`src/rtl/sale_terminal_pkg.sv`:
```
// Shared definitions for the sale-terminal: FSM states, status codes,
// the invalid product marker and the product price table.
package sale_terminal_pkg;

  typedef enum logic [2:0] {
    S_IDLE,
    S_SCAN,
    S_UPDATE,
    S_SHIFT,
    S_DONE
  } state_t;

  localparam logic [1:0] ERR_OK       = 2'd0;
  localparam logic [1:0] ERR_FULL     = 2'd1;
  localparam logic [1:0] ERR_NOTFOUND = 2'd2;
  localparam logic [1:0] ERR_INVALID  = 2'd3;

  localparam logic [3:0] INVALID_ID = 4'hF;

  // Unit price per product ID; the invalid ID has no price.
  function automatic logic [7:0] price_of(input logic [3:0] id);
    case (id)
      4'd0:    price_of = 8'd12;
      4'd1:    price_of = 8'd25;
      4'd2:    price_of = 8'd8;
      4'd3:    price_of = 8'd40;
      4'd4:    price_of = 8'd15;
      4'd5:    price_of = 8'd30;
      4'd6:    price_of = 8'd5;
      4'd7:    price_of = 8'd60;
      4'd8:    price_of = 8'd22;
      4'd9:    price_of = 8'd18;
      4'd10:   price_of = 8'd35;
      4'd11:   price_of = 8'd9;
      4'd12:   price_of = 8'd50;
      4'd13:   price_of = 8'd14;
      4'd14:   price_of = 8'd27;
      default: price_of = 8'd0;
    endcase
  endfunction

endpackage

```
`src/rtl/basket_slot_array.sv`:
```
// Basket slot registers: one (ID, qty) pair per slot, a write port, a
// one-slot shift-down move, and two combinational read ports (display, scan).
module basket_slot_array
  import sale_terminal_pkg::*;
#(
  parameter int MAX_ITEMS = 8,
  parameter int QTY_W     = 5
) (
  input  logic             clk,
  input  logic             rst_n,
  input  logic             clear_all,
  input  logic             wr_en,
  input  logic [3:0]       wr_idx,
  input  logic [3:0]       wr_id,
  input  logic [QTY_W-1:0] wr_qty,
  input  logic             shift_en,
  input  logic [3:0]       shift_idx,
  input  logic [3:0]       rd_idx,
  output logic [3:0]       rd_id,
  output logic [QTY_W-1:0] rd_qty,
  input  logic [3:0]       scan_idx,
  output logic [3:0]       scan_id,
  output logic [QTY_W-1:0] scan_qty
);

  logic [3:0]       slot_id  [MAX_ITEMS];
  logic [QTY_W-1:0] slot_qty [MAX_ITEMS];

  generate
    for (genvar gi = 0; gi < MAX_ITEMS; gi++) begin : g_slot
      logic [3:0]       id_reg;
      logic [QTY_W-1:0] qty_reg;
      logic [3:0]       src_id;
      logic [QTY_W-1:0] src_qty;

      // The top slot has no upper neighbour, so a shift into it empties it.
      if (gi < MAX_ITEMS - 1) begin : g_src
        assign src_id  = slot_id[gi+1];
        assign src_qty = slot_qty[gi+1];
      end else begin : g_last
        assign src_id  = INVALID_ID;
        assign src_qty = '0;
      end

      // Slot update: clear beats write beats shift-down.
      always_ff @(posedge clk or negedge rst_n) begin
        if (!rst_n) begin
          id_reg  <= INVALID_ID;
          qty_reg <= '0;
        end else if (clear_all) begin
          id_reg  <= INVALID_ID;
          qty_reg <= '0;
        end else if (wr_en && wr_idx == 4'(gi)) begin
          id_reg  <= wr_id;
          qty_reg <= wr_qty;
        end else if (shift_en && shift_idx == 4'(gi)) begin
          id_reg  <= src_id;
          qty_reg <= src_qty;
        end
      end

      assign slot_id[gi]  = id_reg;
      assign slot_qty[gi] = qty_reg;
    end
  endgenerate

  // Read muxes; indices past the last slot read as an empty slot.
  always_comb begin
    rd_id    = INVALID_ID;
    rd_qty   = '0;
    scan_id  = INVALID_ID;
    scan_qty = '0;
    for (int i = 0; i < MAX_ITEMS; i++) begin
      if (rd_idx == 4'(i)) begin
        rd_id  = slot_id[i];
        rd_qty = slot_qty[i];
      end
      if (scan_idx == 4'(i)) begin
        scan_id  = slot_id[i];
        scan_qty = slot_qty[i];
      end
    end
  end

endmodule

```
`src/rtl/basket_controller.sv`:
```
// Basket command responder: add/cancel/clear on a compacted list of
// distinct (ID, qty) entries. Optional running total with BASKET_TOTAL_EN.
module basket_controller
  import sale_terminal_pkg::*;
#(
  parameter int MAX_ITEMS = 8,
  parameter int QTY_W     = 5
) (
  input  logic             CLOCK_50,
  input  logic             RESET_N,
  input  logic             Enable_Pulse,
  input  logic             Cancel_Pulse,
  input  logic             RSTN_Pulse,
  input  logic [3:0]       ProductID,
  input  logic [3:0]       ProductQuantity,
  output logic [3:0]       BasketProductNum,
  output logic             Busy,
  output logic             Done,
  output logic [1:0]       Err,
  input  logic [3:0]       Rd_Index,
  output logic [3:0]       Rd_ProductID,
  output logic [QTY_W-1:0] Rd_Quantity,
  output logic             Rd_Valid,
  output logic [11:0]      Total_Price
);

  localparam logic [3:0]       MAX_CNT = 4'(MAX_ITEMS);
  localparam logic [QTY_W-1:0] QTY_MAX = '1;
  localparam int               SUM_W   = QTY_W + 1;

  state_t           state_reg, state_next;
  logic [3:0]       scan_idx_reg, scan_idx_next;
  logic [3:0]       count_reg, count_next;
  logic             found_reg, found_next;
  logic             cmd_cancel_reg, cmd_cancel_next;
  logic [3:0]       cmd_id_reg, cmd_id_next;
  logic [3:0]       cmd_qty_reg, cmd_qty_next;
  logic [1:0]       err_reg, err_next;

  logic             clear_all, wr_en, shift_en;
  logic [3:0]       wr_idx, wr_id;
  logic [QTY_W-1:0] wr_qty;
  logic [3:0]       scan_id;
  logic [QTY_W-1:0] scan_qty, base_qty, sat_qty;
  logic [SUM_W-1:0] qty_sum;

  basket_slot_array #(
    .MAX_ITEMS(MAX_ITEMS),
    .QTY_W    (QTY_W)
  ) u_slots (
    .clk      (CLOCK_50),
    .rst_n    (RESET_N),
    .clear_all(clear_all),
    .wr_en    (wr_en),
    .wr_idx   (wr_idx),
    .wr_id    (wr_id),
    .wr_qty   (wr_qty),
    .shift_en (shift_en),
    .shift_idx(scan_idx_reg),
    .rd_idx   (Rd_Index),
    .rd_id    (Rd_ProductID),
    .rd_qty   (Rd_Quantity),
    .scan_idx (scan_idx_reg),
    .scan_id  (scan_id),
    .scan_qty (scan_qty)
  );

  // Saturating add quantity; a new entry starts from zero.
  always_comb begin
    base_qty = found_reg ? scan_qty : '0;
    qty_sum  = {1'b0, base_qty} + SUM_W'(cmd_qty_reg);
    sat_qty  = (qty_sum > {1'b0, QTY_MAX}) ? QTY_MAX : qty_sum[QTY_W-1:0];
  end

  // FSM state and command registers.
  always_ff @(posedge CLOCK_50 or negedge RESET_N) begin
    if (!RESET_N) begin
      state_reg      <= S_IDLE;
      scan_idx_reg   <= '0;
      count_reg      <= '0;
      found_reg      <= 1'b0;
      cmd_cancel_reg <= 1'b0;
      cmd_id_reg     <= INVALID_ID;
      cmd_qty_reg    <= '0;
      err_reg        <= ERR_OK;
    end else begin
      state_reg      <= state_next;
      scan_idx_reg   <= scan_idx_next;
      count_reg      <= count_next;
      found_reg      <= found_next;
      cmd_cancel_reg <= cmd_cancel_next;
      cmd_id_reg     <= cmd_id_next;
      cmd_qty_reg    <= cmd_qty_next;
      err_reg        <= err_next;
    end
  end

  // Next-state, scan/update/shift decisions and slot-array controls.
  always_comb begin
    state_next      = state_reg;
    scan_idx_next   = scan_idx_reg;
    count_next      = count_reg;
    found_next      = found_reg;
    cmd_cancel_next = cmd_cancel_reg;
    cmd_id_next     = cmd_id_reg;
    cmd_qty_next    = cmd_qty_reg;
    err_next        = err_reg;
    clear_all       = 1'b0;
    wr_en           = 1'b0;
    wr_idx          = '0;
    wr_id           = INVALID_ID;
    wr_qty          = '0;
    shift_en        = 1'b0;

    if (!RSTN_Pulse) begin
      // Clear wins over everything, including a command in flight.
      clear_all     = 1'b1;
      state_next    = S_IDLE;
      scan_idx_next = '0;
      count_next    = '0;
      found_next    = 1'b0;
      err_next      = ERR_OK;
    end else begin
      case (state_reg)
        S_IDLE: begin
          if (Cancel_Pulse || Enable_Pulse) begin
            cmd_cancel_next = Cancel_Pulse;
            cmd_id_next     = ProductID;
            cmd_qty_next    = ProductQuantity;
            scan_idx_next   = '0;
            found_next      = 1'b0;
            if (ProductID == INVALID_ID ||
                (!Cancel_Pulse && ProductQuantity == 4'd0)) begin
              err_next   = ERR_INVALID;
              state_next = S_DONE;
            end else begin
              state_next = S_SCAN;
            end
          end
        end
        S_SCAN: begin
          if (scan_idx_reg == count_reg) begin
            found_next = 1'b0;
            state_next = S_UPDATE;
          end else if (scan_id == cmd_id_reg) begin
            found_next = 1'b1;
            state_next = S_UPDATE;
          end else begin
            scan_idx_next = scan_idx_reg + 4'd1;
          end
        end
        S_UPDATE: begin
          state_next = S_DONE;
          if (cmd_cancel_reg) begin
            if (!found_reg) begin
              err_next = ERR_NOTFOUND;
            end else if (scan_idx_reg == count_reg - 4'd1) begin
              // Last entry: nothing to compact, just empty it.
              wr_en      = 1'b1;
              wr_idx     = scan_idx_reg;
              count_next = count_reg - 4'd1;
              err_next   = ERR_OK;
            end else begin
              state_next = S_SHIFT;
            end
          end else if (found_reg) begin
            wr_en    = 1'b1;
            wr_idx   = scan_idx_reg;
            wr_id    = cmd_id_reg;
            wr_qty   = sat_qty;
            err_next = ERR_OK;
          end else if (count_reg < MAX_CNT) begin
            wr_en      = 1'b1;
            wr_idx     = count_reg;
            wr_id      = cmd_id_reg;
            wr_qty     = sat_qty;
            count_next = count_reg + 4'd1;
            err_next   = ERR_OK;
          end else begin
            err_next = ERR_FULL;
          end
        end
        S_SHIFT: begin
          shift_en = 1'b1;
          if (scan_idx_reg + 4'd1 == count_reg - 4'd1) begin
            // Final move also empties the vacated top entry.
            wr_en      = 1'b1;
            wr_idx     = count_reg - 4'd1;
            count_next = count_reg - 4'd1;
            err_next   = ERR_OK;
            state_next = S_DONE;
          end else begin
            scan_idx_next = scan_idx_reg + 4'd1;
          end
        end
        S_DONE: begin
          state_next = S_IDLE;
        end
        default: begin
          state_next = S_IDLE;
        end
      endcase
    end
  end

  assign Busy             = (state_reg == S_SCAN) || (state_reg == S_UPDATE) ||
                            (state_reg == S_SHIFT);
  assign Done             = (state_reg == S_DONE);
  assign Err              = err_reg;
  assign BasketProductNum = count_reg;
  assign Rd_Valid         = (Rd_Index < count_reg);

`ifdef BASKET_TOTAL_EN
  logic [11:0]      total_reg, total_next;
  logic [QTY_W-1:0] delta_qty;
  logic [23:0]      delta_price, total_ext, total_sum;

  // Running total: add the applied quantity delta, or subtract a cancelled entry.
  always_comb begin
    total_next  = total_reg;
    delta_qty   = cmd_cancel_reg ? scan_qty : (sat_qty - base_qty);
    delta_price = 24'(delta_qty) * 24'(price_of(cmd_id_reg));
    total_ext   = 24'(total_reg);
    total_sum   = total_ext + delta_price;
    if (!RSTN_Pulse) begin
      total_next = '0;
    end else if (state_reg == S_UPDATE && cmd_cancel_reg && found_reg) begin
      total_next = (delta_price > total_ext) ? 12'd0 : 12'(total_ext - delta_price);
    end else if (state_reg == S_UPDATE && !cmd_cancel_reg && wr_en) begin
      total_next = (total_sum > 24'hFFF) ? 12'hFFF : total_sum[11:0];
    end
  end

  // Total register.
  always_ff @(posedge CLOCK_50 or negedge RESET_N) begin
    if (!RESET_N) total_reg <= '0;
    else          total_reg <= total_next;
  end

  assign Total_Price = total_reg;
`else
  assign Total_Price = '0;
`endif

endmodule

```
`config.mk`:
```
export PLATFORM = sky130hd
export DESIGN_NAME = basket_controller
export DESIGN_NICKNAME = d
export VERILOG_FILES = /design/src/rtl/sale_terminal_pkg.sv /design/src/rtl/basket_slot_array.sv /design/src/rtl/basket_controller.sv
export SDC_FILE = /design/constraint.sdc
export NUM_CORES = 1
export LEC_CHECK = 0
export ABC_CLOCK_PERIOD_IN_PS = 3300
export CAP_MARGIN = 20
export CORE_ASPECT_RATIO = 1.25
export CORE_MARGIN = 1.5
export CORE_UTILIZATION = 30
export CTS_CLUSTER_DIAMETER = 30
export DETAILED_ROUTE_END_ITERATION = 8
export RECOVER_POWER = 25
export SYNTH_ARGS = -nofsm -noshare
export SYNTH_HDL_FRONTEND = slang
export SYNTH_HIERARCHICAL = 1
export SYNTH_SLANG_ARGS = --single-unit
```
`constraint.sdc`:
```
create_clock -name CLOCK_50 -period 3.3 [get_ports CLOCK_50]
set_clock_uncertainty 0.2 [all_clocks]
set_input_delay 0.66 -clock CLOCK_50 [delete_from_list [all_inputs] [get_ports CLOCK_50]]
set_output_delay 0.66 -clock CLOCK_50 [all_outputs]
set_load 0.01 [all_outputs]
```
==> impl_results.md <==
- DIE AREA: 26100 sq um
- Mean Syn Cell Area: 8.79 sq um
- Filler Cell Count: between 2000 and 2500
- Dpl hpwl: between 15000 and 20000 um
- Vias in the first global route: between 6000 and 7000
- N_diodes: 0
- Clk network pwr share: 28.1%
- Initial DRC count: 521
- Synth warn: 6
- Initial antenna violation count: 1
- VDD IR max: roughly 0.33 mV
- CTS Buf Count: 9
- Gate Count Post-Synth: 857
- Metal-1 WL: 10400 um
- DR vias/cell: about 5.6
- Worst setup startpoint: scan_idx_reg[3]$_DFFE_PN0P_
- Htree depth: 3
- Placed cell areas: 8710 sq um
- Gate power share: 35.0%
- Design area: 9380 sq um
- CTS tree: yes
- Register clock-pin slew on the reported worst setup and hold paths: 0.07 ns
- Max reg flops: 35
- Metal3 WL: ~1300 um
- Max Used Layer: met5
- Yosys reg bits: 95
- Min Clock Period, post-route: between 3 and 4 ns
- Final core occ: 38.1%
- Setup slack after layout: -0.0530 ns
- Leakage power: approximately 3.9 nW
- GRT Total Usage: a little under a fifth
- Root Driver: clkbuf_16
- # Max-Cap Violations: 0
- CTS sink count: 95
- Hold wc startpoint: u_slots/g_slot[6].src_id[2]$_DFFE_PN1P_
- Sw Ratio: between 30% and 40%
- IO Count: 47
- Top FF cell, synth: dfrtp_1
- Skew-Pair Late Insertion Delay: 0.36 ns
- CP endpoint kind: flop
- Status: finished with violations
- WL per Instance: roughly 19 um
- Area Growth Syn to Fin: 24.5%
- Reg2reg start: scan_idx_reg[3]$_DFFE_PN0P_
- FF+latch area: around 2400 sq um
- Synth cell count leaders: nor2_1, dfrtp_1, nand2_1, nand3_1
- Area share of the largest cell type after synthesis: 19.6%
- I/O Buffers: 34
- Worst-Margin Slew: 1.28 ns
- Worst min path class: reg2reg
- Post-synth EDFFs: 0
- Clock Path Buffers: 2
- Distinct cell type count after synthesis: 84
- Req. time, crit path: roughly 3.4 ns
- Die height: 180 um
- GPL Wtd Cong: 0.903
- Core region area: between 20000 and 25000 sq um
- Switching pwr: between 0.001 and 0.0015 W
- Seq pwr share: roughly 37%
- CP Max Fanout: 8
- Layout cells sized above 1: 27.8%
- Max Slew Vio Count: 0
- Seq/Total Area, Yosys: 32.2%
- Starting Density: 30.6%
- Via count: 7140
- Multi-input gate area: 4750 sq um
- Power Density: 406 nW/um^2
- First-pass GRT wire length: about 38000 um
- DRT Wirelength: roughly 25000 um
- CP arrival: 3.42 ns
- Final Cycle Share: 102%
- Achievable Freq: 298 MHz
- Grt ovf: 0
- Max-slew headroom: 14.4%
- Nature of the critical path startpoint: flop
- Leading area contributor after synthesis: dfrtp_1
- Kind of critical path: reg2reg
- DRC: 0
- Die W: 145 um
- Synth area leaders: dfrtp_1, dfstp_2, nor2_1
- Most numerous cell in the Yosys netlist: nor2_1
- Asr flop ratio synth: 100%
- Largest net degree at the start of global routing: 49
- P_int: 0.00244 W
- Number of setup violations in the final report: 8
- Drt first pass iters: 5
- Met2 routed WL: 12100 um
- Post-Syn Area: 7530 sq um
- Unrepaired setup endpoints after global routing: yes
- Row count: 64
- Final net count: about 1000
- Final hold violation count: 0
- ANT nets after route: 0
- Failing checks: setup timing
per-stage QoR:
step | setup TNS (ns) | cells | total power (W) | hold slack [ns] | setup slack, ns
finish | -0.152 | 1279 | 0.00380 | 0.316 | -0.0530
global route | -6.32 | 1279 | 0.00399 | 0.330 | -0.234
CTS | 0 | 1265 | 0.00373 | 0.147 | 0.0000882
detailed placement | -3.13 | 1245 | 0.00264 | 0.303 | -0.322
global placement | -2.62 | 1245 | 0.00263 | 0.296 | -0.341
floorplan | 0 | 868 | 0.00220 | 0.164 | 0.0405
placed cells by master, fill, tap and decap left out, types with 18 or more instances in the layout:
cell type / n
nor2_1: 98
buf_4: 93
nand2_1: 55
dfrtp_1: 53
nand3_1: 52
dfstp_2: 36
a311oi_1: 32
o21bai_1: 30
a21oi_1: 28
and3_1: 28
a211oi_1: 26
inv_1: 25
clkdlybuf4s50_1: 20
o21ai_0: 18
mux2_2: 18
mux2i_1: 18
path summary, 6_finish.rpt:
| path | depth (start not counted) | end | slack (ns) |
|---|---|---|---|
| min in group asynchronous | 1 | cmd_qty_reg[2]$_DFFE_PN0P_ | 0.37 |
| worst min register to register | 2 | u_slots/g_slot[6].src_id[2]$_DFFE_PN1P_ | 0.32 |
| worst min-delay path | 2 | u_slots/g_slot[6].src_id[2]$_DFFE_PN1P_ | 0.32 |
| worst max register to register | 15 | u_slots/g_slot[2].src_qty[4]$_DFFE_PN0P_ | -0.05 |
| max in group asynchronous | 3 | u_slots/g_slot[2].src_id[0]$_DFFE_PN1P_ | 1.39 |
| worst max-delay path | 15 | u_slots/g_slot[2].src_qty[4]$_DFFE_PN0P_ | -0.05 |
cells by family (layout without fill, tap and decap cells):
family | after synthesis | count (layout) | synth area share (%)
flip-flops | 95 | 95 | 32.2
XOR/XNOR | 20 | 20 | 2.81
buffers and inverters | 107 | 188 | 7.89
AND/OR/NAND/NOR | 344 | 344 | 23.4
multiplexers | 53 | 53 | 10.1
other | 1 | 12 | 0.0498
AO/OA/AOI/OAI | 226 | 226 | 21.7
adder cells (fa/ha/maj) | 11 | 11 | 1.93
critical path, cell delays in order, from the launching register on:
cell and delay, ns:
dfrtp_2 0.44, buf_4 0.15, or3_1 0.33, o221ai_1 0.31
o2bb2ai_2 0.19, nand2_1 0.09, buf_4 0.17, fa_2 0.36
nor2b_1 0.11, o21a_1 0.13, a21o_1 0.08, a21oi_1 0.06
nor2_1 0.09, buf_4 0.19, nor2_1 0.07, a311oi_2 0.26
metal layers:
layer  vias up  global-route usage (%)
met5         -                       0
met4         2                    8.16
met3        58                    2.58
met2       279                    30.9
met1      3500                    25.2
li1       3301                       -
power by group through the flow:
stage	Combinational (W)	Sequential (W)	Clock, W
4_1_cts	0.00125	0.00140	0.00109
3_5_place_dp	0.00123	0.00142	0
3_3_place_gp	0.00122	0.00141	0
6_report	0.00133	0.00140	0.00107
5_1_grt	0.00144	0.00142	0.00113
2_1_floorplan	0.000829	0.00137	0
layout make-up:
type                            instances  area share [%]
Timing Repair Buffer                  146            14.9
Inverter                               26            1.04
Clock buffer                           10            2.55
Multi-Input combinational cell        666            50.7
Sequential cell                        95            25.9
Tap cell                              330            4.40
Clock inverter                          6           0.534
what timing repair did:
action                                  CTS  global route
pin swaps                                 2            13
cloned                                    1             0
gates resized for setup                  21            47
endpoints found under the setup margin   23            82
buffers inserted                          3            14
hold buffers                              0             0
(Power assumes the default switching activity.)
